File: config.mk
export PLATFORM = sky130hd
export DESIGN_NAME = arm_mc_controller
export DESIGN_NICKNAME = d
export VERILOG_FILES = /design/src/rtl/arm_mc_pkg.sv /design/src/rtl/arm_mc_condlogic.sv /design/src/rtl/arm_mc_controller.sv
export SDC_FILE = /design/constraint.sdc
export NUM_CORES = 1
export LEC_CHECK = 0
export CAP_MARGIN = 20
export CORE_MARGIN = 1
export CORE_UTILIZATION = 36
export CTS_CLUSTER_SIZE = 12
export DETAILED_ROUTE_END_ITERATION = 12
export GPL_TIMING_DRIVEN = 0
export PLACE_DENSITY_LB_ADDON = 0.3
export SKIP_CTS_REPAIR_TIMING = 1
export SLEW_MARGIN = 15
export SYNTH_ARGS = -nofsm -noshare
export SYNTH_HDL_FRONTEND = slang
export SYNTH_SLANG_ARGS = --single-unit
File: constraint.sdc
create_clock -name clk -period 1.7 [get_ports clk]
set_input_delay 0.17 -clock clk [delete_from_list [all_inputs] [get_ports clk]]
set_output_delay 0.17 -clock clk [all_outputs]
set_load 0.05 [all_outputs]
File: src/rtl/arm_mc_pkg.sv
// rtl/arm_mc_pkg.sv - shared types, encodings and condition helper for the multicycle ARM controller
package arm_mc_pkg;

    typedef enum logic [3:0] {
        S_FETCH    = 4'd0,
        S_DECODE   = 4'd1,
        S_MEMADR   = 4'd2,
        S_MEMREAD  = 4'd3,
        S_MEMWB    = 4'd4,
        S_MEMWRITE = 4'd5,
        S_EXECUTER = 4'd6,
        S_EXECUTEI = 4'd7,
        S_ALUWB    = 4'd8,
        S_BRANCH   = 4'd9
    } state_t;

    localparam logic [1:0] ALU_ADD = 2'b00;
    localparam logic [1:0] ALU_SUB = 2'b01;
    localparam logic [1:0] ALU_AND = 2'b10;
    localparam logic [1:0] ALU_ORR = 2'b11;

    localparam logic [1:0] SRCB_RD2  = 2'b00;
    localparam logic [1:0] SRCB_IMM  = 2'b01;
    localparam logic [1:0] SRCB_FOUR = 2'b10;

    localparam logic [1:0] RES_ALUOUT    = 2'b00;
    localparam logic [1:0] RES_DATA      = 2'b01;
    localparam logic [1:0] RES_ALURESULT = 2'b10;

    localparam logic [1:0] OP_DP  = 2'b00;
    localparam logic [1:0] OP_MEM = 2'b01;
    localparam logic [1:0] OP_BR  = 2'b10;
    localparam logic [1:0] OP_NOP = 2'b11;

    localparam logic [3:0] CMD_AND = 4'b0000;
    localparam logic [3:0] CMD_SUB = 4'b0010;
    localparam logic [3:0] CMD_ADD = 4'b0100;
    localparam logic [3:0] CMD_CMP = 4'b1010;
    localparam logic [3:0] CMD_ORR = 4'b1100;

    localparam logic [3:0] COND_EQ = 4'b0000;
    localparam logic [3:0] COND_NE = 4'b0001;
    localparam logic [3:0] COND_CS = 4'b0010;
    localparam logic [3:0] COND_CC = 4'b0011;
    localparam logic [3:0] COND_MI = 4'b0100;
    localparam logic [3:0] COND_PL = 4'b0101;
    localparam logic [3:0] COND_VS = 4'b0110;
    localparam logic [3:0] COND_VC = 4'b0111;
    localparam logic [3:0] COND_HI = 4'b1000;
    localparam logic [3:0] COND_LS = 4'b1001;
    localparam logic [3:0] COND_GE = 4'b1010;
    localparam logic [3:0] COND_LT = 4'b1011;
    localparam logic [3:0] COND_GT = 4'b1100;
    localparam logic [3:0] COND_LE = 4'b1101;
    localparam logic [3:0] COND_AL = 4'b1110;
    localparam logic [3:0] COND_NV = 4'b1111;

    // flags are packed {N,Z,C,V}
    function automatic logic cond_eval(input logic [3:0] cond, input logic [3:0] flags);
        logic n, z, c, v;
        n = flags[3];
        z = flags[2];
        c = flags[1];
        v = flags[0];
        case (cond)
            COND_EQ: cond_eval = z;
            COND_NE: cond_eval = ~z;
            COND_CS: cond_eval = c;
            COND_CC: cond_eval = ~c;
            COND_MI: cond_eval = n;
            COND_PL: cond_eval = ~n;
            COND_VS: cond_eval = v;
            COND_VC: cond_eval = ~v;
            COND_HI: cond_eval = c & ~z;
            COND_LS: cond_eval = ~c | z;
            COND_GE: cond_eval = (n == v);
            COND_LT: cond_eval = (n != v);
            COND_GT: cond_eval = ~z & (n == v);
            COND_LE: cond_eval = z | (n != v);
            COND_AL: cond_eval = 1'b1;
            default: cond_eval = 1'b0;
        endcase
    endfunction

endpackage

File: src/rtl/arm_mc_condlogic.sv
// rtl/arm_mc_condlogic.sv - flags register, condition evaluation and per-instruction condition latch
module arm_mc_condlogic
    import arm_mc_pkg::*;
(
    input  logic       clk,
    input  logic       reset,
    input  logic [3:0] cond,
    input  logic [3:0] alu_flags,
    input  logic [1:0] flag_w,
    input  logic       cond_load,
    output logic       cond_ex_reg
);

    logic [3:0] flags;

    // NZ and CV groups update independently, only for instructions whose condition passed
    always_ff @(posedge clk) begin
        if (reset) begin
            flags <= 4'b0000;
        end else begin
            if (flag_w[1] & cond_ex_reg) flags[3:2] <= alu_flags[3:2];
            if (flag_w[0] & cond_ex_reg) flags[1:0] <= alu_flags[1:0];
        end
    end

    // condition is sampled once in DECODE so later flag writes cannot change an instruction in flight
    always_ff @(posedge clk) begin
        if (reset) begin
            cond_ex_reg <= 1'b0;
        end else if (cond_load) begin
            cond_ex_reg <= cond_eval(cond, flags);
        end
    end

endmodule

File: src/rtl/arm_mc_controller.sv
// rtl/arm_mc_controller.sv - multicycle ARM controller: Moore FSM, decoder and write gating
module arm_mc_controller
    import arm_mc_pkg::*;
#(
    parameter bit MEM_HANDSHAKE = 1'b1,
    parameter bit CMP_SUPPORT   = 1'b1
) (
    input  logic        clk,
    input  logic        reset,
    input  logic [19:0] Instr,
    input  logic [3:0]  ALUFlags,
    input  logic        mem_ready,
    output logic        MemReq,
    output logic        PCWrite,
    output logic        MemWrite,
    output logic        RegWrite,
    output logic        IRWrite,
    output logic        AdrSrc,
    output logic [1:0]  RegSrc,
    output logic        ALUSrcA,
    output logic [1:0]  ALUSrcB,
    output logic [1:0]  ResultSrc,
    output logic [1:0]  ImmSrc,
    output logic [1:0]  ALUControl
);

    state_t state, next_state;

    // Instr carries bits [31:12] of the instruction word
    logic [3:0] cond;
    logic [1:0] op;
    logic       imm_bit;
    logic [3:0] cmd;
    logic       s_bit;
    logic [3:0] rd;
    logic       unused_rn;

    assign cond      = Instr[19:16];
    assign op        = Instr[15:14];
    assign imm_bit   = Instr[13];
    assign cmd       = Instr[12:9];
    assign s_bit     = Instr[8];
    assign rd        = Instr[3:0];
    assign unused_rn = ^Instr[7:4];

    logic       ready;
    logic       cond_ex_reg;
    logic       mem_req, ir_write, adr_src, alu_src_a, alu_op;
    logic       next_pc, reg_w, mem_w, branch, cond_load, exec;
    logic [1:0] alu_src_b, result_src;
    logic [1:0] dp_alu_ctrl, flag_w_dec;
    logic       no_write;
    logic       pcs;

    assign ready = MEM_HANDSHAKE ? mem_ready : 1'b1;

    // state register
    always_ff @(posedge clk) begin
        if (reset) state <= S_FETCH;
        else       state <= next_state;
    end

    // data-processing decode; only meaningful for Op=00, so memory/branch ops never set NoWrite
    always_comb begin
        dp_alu_ctrl = ALU_ADD;
        flag_w_dec  = 2'b00;
        no_write    = 1'b0;
        if (op == OP_DP) begin
            case (cmd)
                CMD_ADD: begin dp_alu_ctrl = ALU_ADD; flag_w_dec = {s_bit, s_bit}; end
                CMD_SUB: begin dp_alu_ctrl = ALU_SUB; flag_w_dec = {s_bit, s_bit}; end
                CMD_AND: begin dp_alu_ctrl = ALU_AND; flag_w_dec = {s_bit, 1'b0}; end
                CMD_ORR: begin dp_alu_ctrl = ALU_ORR; flag_w_dec = {s_bit, 1'b0}; end
                CMD_CMP: begin
                    no_write = 1'b1;
                    if (CMP_SUPPORT) begin
                        dp_alu_ctrl = ALU_SUB;
                        flag_w_dec  = {s_bit, s_bit};
                    end
                end
                default: no_write = 1'b1;
            endcase
        end
    end

    // Moore next-state and per-state control
    always_comb begin
        next_state = state;
        mem_req    = 1'b0;
        ir_write   = 1'b0;
        adr_src    = 1'b0;
        alu_src_a  = 1'b0;
        alu_src_b  = SRCB_RD2;
        result_src = RES_ALUOUT;
        alu_op     = 1'b0;
        next_pc    = 1'b0;
        reg_w      = 1'b0;
        mem_w      = 1'b0;
        branch     = 1'b0;
        cond_load  = 1'b0;
        exec       = 1'b0;
        case (state)
            S_FETCH: begin
                mem_req    = 1'b1;
                ir_write   = ready;
                alu_src_a  = 1'b1;
                alu_src_b  = SRCB_FOUR;
                result_src = RES_ALURESULT;
                next_pc    = ready;
                if (ready) next_state = S_DECODE;
            end
            S_DECODE: begin
                alu_src_a  = 1'b1;
                alu_src_b  = SRCB_FOUR;
                result_src = RES_ALURESULT;
                cond_load  = 1'b1;
                case (op)
                    OP_MEM:  next_state = S_MEMADR;
                    OP_DP:   next_state = imm_bit ? S_EXECUTEI : S_EXECUTER;
                    OP_BR:   next_state = S_BRANCH;
                    default: next_state = S_FETCH;
                endcase
            end
            S_MEMADR: begin
                alu_src_b  = SRCB_IMM;
                next_state = s_bit ? S_MEMREAD : S_MEMWRITE;
            end
            S_MEMREAD: begin
                mem_req = 1'b1;
                adr_src = 1'b1;
                if (ready) next_state = S_MEMWB;
            end
            S_MEMWB: begin
                result_src = RES_DATA;
                reg_w      = 1'b1;
                next_state = S_FETCH;
            end
            S_MEMWRITE: begin
                // a failed condition issues no request, so there is nothing to wait for
                mem_req = cond_ex_reg;
                adr_src = 1'b1;
                mem_w   = 1'b1;
                if (ready | ~cond_ex_reg) next_state = S_FETCH;
            end
            S_EXECUTER: begin
                alu_src_b  = SRCB_RD2;
                alu_op     = 1'b1;
                exec       = 1'b1;
                next_state = S_ALUWB;
            end
            S_EXECUTEI: begin
                alu_src_b  = SRCB_IMM;
                alu_op     = 1'b1;
                exec       = 1'b1;
                next_state = S_ALUWB;
            end
            S_ALUWB: begin
                reg_w      = 1'b1;
                next_state = S_FETCH;
            end
            S_BRANCH: begin
                alu_src_b  = SRCB_IMM;
                result_src = RES_ALURESULT;
                branch     = 1'b1;
                next_state = S_FETCH;
            end
            default: next_state = S_FETCH;
        endcase
    end

    arm_mc_condlogic u_condlogic (
        .clk         (clk),
        .reset       (reset),
        .cond        (cond),
        .alu_flags   (ALUFlags),
        .flag_w      (exec ? flag_w_dec : 2'b00),
        .cond_load   (cond_load),
        .cond_ex_reg (cond_ex_reg)
    );

    // write enables are suppressed while reset is held so an aborted instruction commits nothing
    assign pcs        = branch | ((rd == 4'd15) & reg_w);
    assign PCWrite    = ~reset & (next_pc | (pcs & cond_ex_reg));
    assign RegWrite   = ~reset & reg_w & cond_ex_reg & ~no_write;
    assign MemWrite   = ~reset & mem_w & cond_ex_reg;
    assign IRWrite    = ~reset & ir_write;
    assign MemReq     = ~reset & mem_req;
    assign AdrSrc     = adr_src;
    assign ALUSrcA    = alu_src_a;
    assign ALUSrcB    = alu_src_b;
    assign ResultSrc  = result_src;
    assign ALUControl = alu_op ? dp_alu_ctrl : ALU_ADD;
    assign RegSrc     = {op == OP_MEM, op == OP_BR};
    assign ImmSrc     = op;

endmodule

Yosys cells after proc, flatten, opt, wreduce, memory -nomap -nowiden:

Index checks and enable logic that the tools add are counted.

* eq/ne operators: 35
* muxes and demuxes: 27
* bitwise operators: 26
* reductions and logical operators: 16

Operator list (number)
* == test 4 bit (second input constant): 12
* == test 4 x 3 -> 1 bit (second input constant): 9
* case mux 4 bit (6 select lines): 1
* == test 4 x 2 -> 1 bit (second input constant): 5
* case mux 1 bit (15 select lines): 1
* bitwise AND 1 bit: 14
* OR reduction 2 bit: 7
* logical NOT 4 bit: 3
* two-way mux 4 bit: 3
* case mux 2 bit (2 select lines): 3
* case mux 4 bit (3 select lines): 1
* two-way mux 1 bit: 11
* OR reduction 3 bit: 3
* == test 4 x 1 -> 1 bit (second input constant): 2
* two-way mux 2 bit: 4
* NOT 1 bit: 7
* != test 2 bit (second input constant): 3
* case mux 2 bit (3 select lines): 1
* bitwise OR 1 bit: 5
* OR reduction 4 bit: 1
* two-way mux 3 bit: 1
* AND reduction 3 bit: 1
* == test 2 x 1 -> 1 bit (second input constant): 1
* == test 2 bit (second input constant): 1
* 4 further kinds: 4

* flip-flop bits (word level): 9

Depth between registers and ports, before layout:

* depth after elaboration: 8
* gate-level depth with buffers: 6

Hierarchy:

Synthesis repeated with hierarchy kept, for this count alone.

* cells, all modules: 125
* area total of the unflattened synthesis: 900.9 µm²

Modules (own cells, without submodules)
* arm_mc_controller: times used 1, cells an instance 76, area each 534.3 µm², sequential area each 80.1 µm²
* arm_mc_condlogic: times used 1, cells an instance 49, area each 366.6 µm², sequential area each 100.1 µm²

Least setup slack after synthesis:

Ideal clock, no wire load.

* path type: reg-to-output
* start point: reg state[3]
* end point: out ALUControl[1]
* data arrival time: 2.543 ns
* data required time: 1.530 ns
* slack: -1.013 ns
* stages on the path, launching flop included: 5
* path buffers: 1
* cells stage by stage: dfxtp_1 > buf_6 > nand3b_4 > or4_4 > nor4_1

* word-level cells in the longest chain between the ends: 4
* elaborated cells on any way between the ends: 5

RTL lines
* start, declared: line arm_mc_controller.sv:27 `state_t state, next_state;`
* start signal, assigned: line arm_mc_controller.sv:60 `else state <= next_state;`
* == test 4 x 3 -> 1 bit: line arm_mc_controller.sv:102 `case (state)`
* OR reduction 2 bit (no line) (*)
* two-way mux 1 bit (*): line arm_mc_controller.sv:102
* two-way mux 2 bit (*): line arm_mc_controller.sv:192 `assign ALUControl = alu_op ? dp_alu_ctrl : ALU_ADD;`
* end, declared: line arm_mc_controller.sv:24 `output logic [1:0] ALUControl`

Every way passes the cells marked *; elsewhere a longest branch is shown, timed or not.

Final worst setup path:

* start point: reg state[3]
* end point: out ALUControl[0]

The elaborated chain is that of the path after synthesis.

==> impl_metrics.tcl <==
set metrics [dict create \
    r2r_slack_ns -0.15 \
    drive_above_1_share 0.308 \
    crit_required_ns 1.53 \
    clockBufferDepth 2 \
    reg2reg_depth 6 \
    syn_area_per_cell_um2 7.33 \
    seqPwrFrac 0.264 \
    initial_utilization 0.393 \
    end_kind "output pin" \
    area_growth_pct 67.1 \
    arrival_ns 1.71 \
    crit_fanout 6 \
    failed_checks "negative setup slack" \
    core_area_um2 2280 \
    synth-edff-count 0 \
    dr.first_iter.drc_count 20 \
    antenna_left 0 \
    synth_cell_types 41 \
    worst_slack_ns -0.180 \
    switching_share 0.423 \
    status "finished, violations left" \
    grt_pass1_vias 940 \
    switchingPower_uw 388 \
    cts.sinks 9 \
    place.gp.congestion 0.864 \
    clkPwrFrac 0.182 \
    total_power_uw 917 \
    setup_viol 6 \
    cts_made_buffers 3 \
    grt_max_degree 11 \
    dp_hpwl_um 1900 \
    min_to "state[1]" \
    drt_wl_total_um 2580 \
    hold_depth 3 \
    ys.flop_type "dfxtp_1" \
    hp-class "input port to flip-flop" \
    cts_tree "yes" \
    root_buffer "clkbuf_4" \
    p_leak_nw 0.658 \
    cp-startpoint "state[3]" \
    max_slew_margin 0.659 \
    synth-seq-area-share 0.201 \
    pwr-share-comb 0.553 \
    maxCapViolations 0 \
    dieArea_um2 2690 \
    synth_nets 149 \
    hp-start "Instr[15]" \
    die_x_um 51.9 \
    final_max_slew_viol_count 0 \
    antenna_found_initial 0 \
    worst_pin_slew_ns 0.510 \
    finalCriticalPeriod_ns 1.88 \
    period_share 1.11 \
    clk_latency_ns 0.26 \
    rows 17 \
    io_buffers 37 \
    io_pins 44 \
    ys_ff_latch 9 \
    dr.pass1.iters 4 \
    fmax_ghz 0.532 \
    h-tree-depth 1 \
    p_per_area_nw_per_um2 613 \
    finalNetCount 197 \
    grt_overflow 0 \
    crit_type "flip-flop to output pin" \
    timing.rr.end "u_condlogic.flags[2]" \
    wl_per_cell_um 13.1 \
    track_usage 0.199 \
    syn_area_um2 895 \
    skew_ns 0.00712 \
    via_per_inst 5.45 \
    synthCells 122 \
    fp.dieH_um 51.9 \
    drcViolationCount 0 \
    ys_warn_count 0 \
    place_worst_setup_slack_ns -0.866 \
    peakVddDrop_v 0.000454 \
    synthArstFlopShare 0 \
    clkTransAtPathRegs_ns 0.06 \
    p_int_uw 529 \
    antenna_cells 0 \
    vias 1073 \
    grt_pass1_wl_um 4130 \
    start_kind "flip-flop" \
    r2r-start "state[3]" \
    report.final.hold_viol_count 0 \
    grt_setup_unrepaired "yes" \
]
-- cell families after synthesis --
kind of cell,after synthesis,synth area share
compound gates,30,0.239
flops,9,0.201
mux,4,0.0448
buf+inv,15,0.0797
simple gates,57,0.366
xor+xnor,7,0.0685
-- power groups by stage --
stage | clock [mW] | combinational (mW) | sequential (mW)
detailed placement | 0 | 0.477 | 0.243
floorplan | 0 | 0.324 | 0.239
global route | 0.184 | 0.542 | 0.244
finish | 0.167 | 0.507 | 0.242
CTS | 0.174 | 0.479 | 0.238
global placement | 0 | 0.472 | 0.242
-- per-layer routing --
layer	routed length, µm	up-vias	global-route usage
li1	-	539	-
met1	1180	493	0.275
met2	1200	38	0.323
met3	177	3	0.0322
met4	18	0	0.0405
met5	0	-	0
-- worst max-delay path, stage by stage, from the launching register on --
cell	delay (ns)
dfxtp_4	0.36
nand3b_4	0.16
or4_4	0.51
buf_6	0.15
a21oi_2	0.11
buf_6	0.17
-- synth_stat cells (3+ instances only) --
| master | count | area [µm²] |
|---|---|---|
| nor2b_1 | 6 | 37.5 |
| o211ai_1 | 3 | 22.5 |
| clkbuf_1 | 7 | 26.3 |
| o21ai_0 | 3 | 15.0 |
| nor2_1 | 12 | 45.0 |
| nor3b_1 | 3 | 22.5 |
| nand3b_1 | 3 | 22.5 |
| nor3_1 | 9 | 45.0 |
| inv_1 | 5 | 18.8 |
| mux2i_1 | 4 | 40.0 |
| nand2b_1 | 3 | 18.8 |
| nand2_1 | 6 | 22.5 |
| dfxtp_1 | 9 | 180 |
| xor2_1 | 5 | 43.8 |
| a21oi_1 | 7 | 35.0 |
| nand3_1 | 5 | 25.0 |
-- cell usage in the layout (no fill, tap or decap), types with 4 or more instances in the layout --
cell type	count
dlymetal6s2s_1	4
buf_4	9
nor2_1	12
clkbuf_2	7
dfxtp_1	4
nor3_1	6
nor2b_1	5
buf_6	8
nand2_1	6
a21oi_1	5
inv_1	5
mux2i_1	4
xor2_1	4
clkdlybuf4s50_1	20
nand3_1	5
-- per-stage QoR --
stage / instance area [µm²] / utilization / hold slack [ns] / setup TNS, ns / std cells
detailed placement: 1390 / 0.612 / 0.556 / -7.85 / 187
global route: 1500 / 0.657 / 0.431 / -1.27 / 197
floorplan: 987 / - / 0.314 / -1.02 / 122
global placement: 1390 / 0.612 / 0.537 / -7.60 / 187
CTS: 1420 / 0.623 / 0.529 / -9.05 / 191
finish: 1500 / 0.657 / 0.394 / -0.805 / 197
-- worst max-delay path by stage --
stage                                 to  slack (ns)
detailed placement         ALUControl[1]       -0.87
CTS                        ALUControl[1]       -0.89
finish                     ALUControl[0]       -0.18
global placement           ALUControl[1]       -0.85
global route        u_condlogic.flags[2]       -0.26
floorplan                       MemWrite       -0.25
-- area by class of cell --
type | instances | area (µm²)
Timing Repair Buffer | 44 | 412
Inverter | 5 | 18.8
Buffer | 9 | 72.6
Fill cell | 194 | 781
Tap cell | 28 | 35.0
Clock buffer | 4 | 26.3
Multi-Input combinational cell | 98 | 737
Sequential cell | 9 | 194
Note: power is estimated with default switching activity, not from simulation.
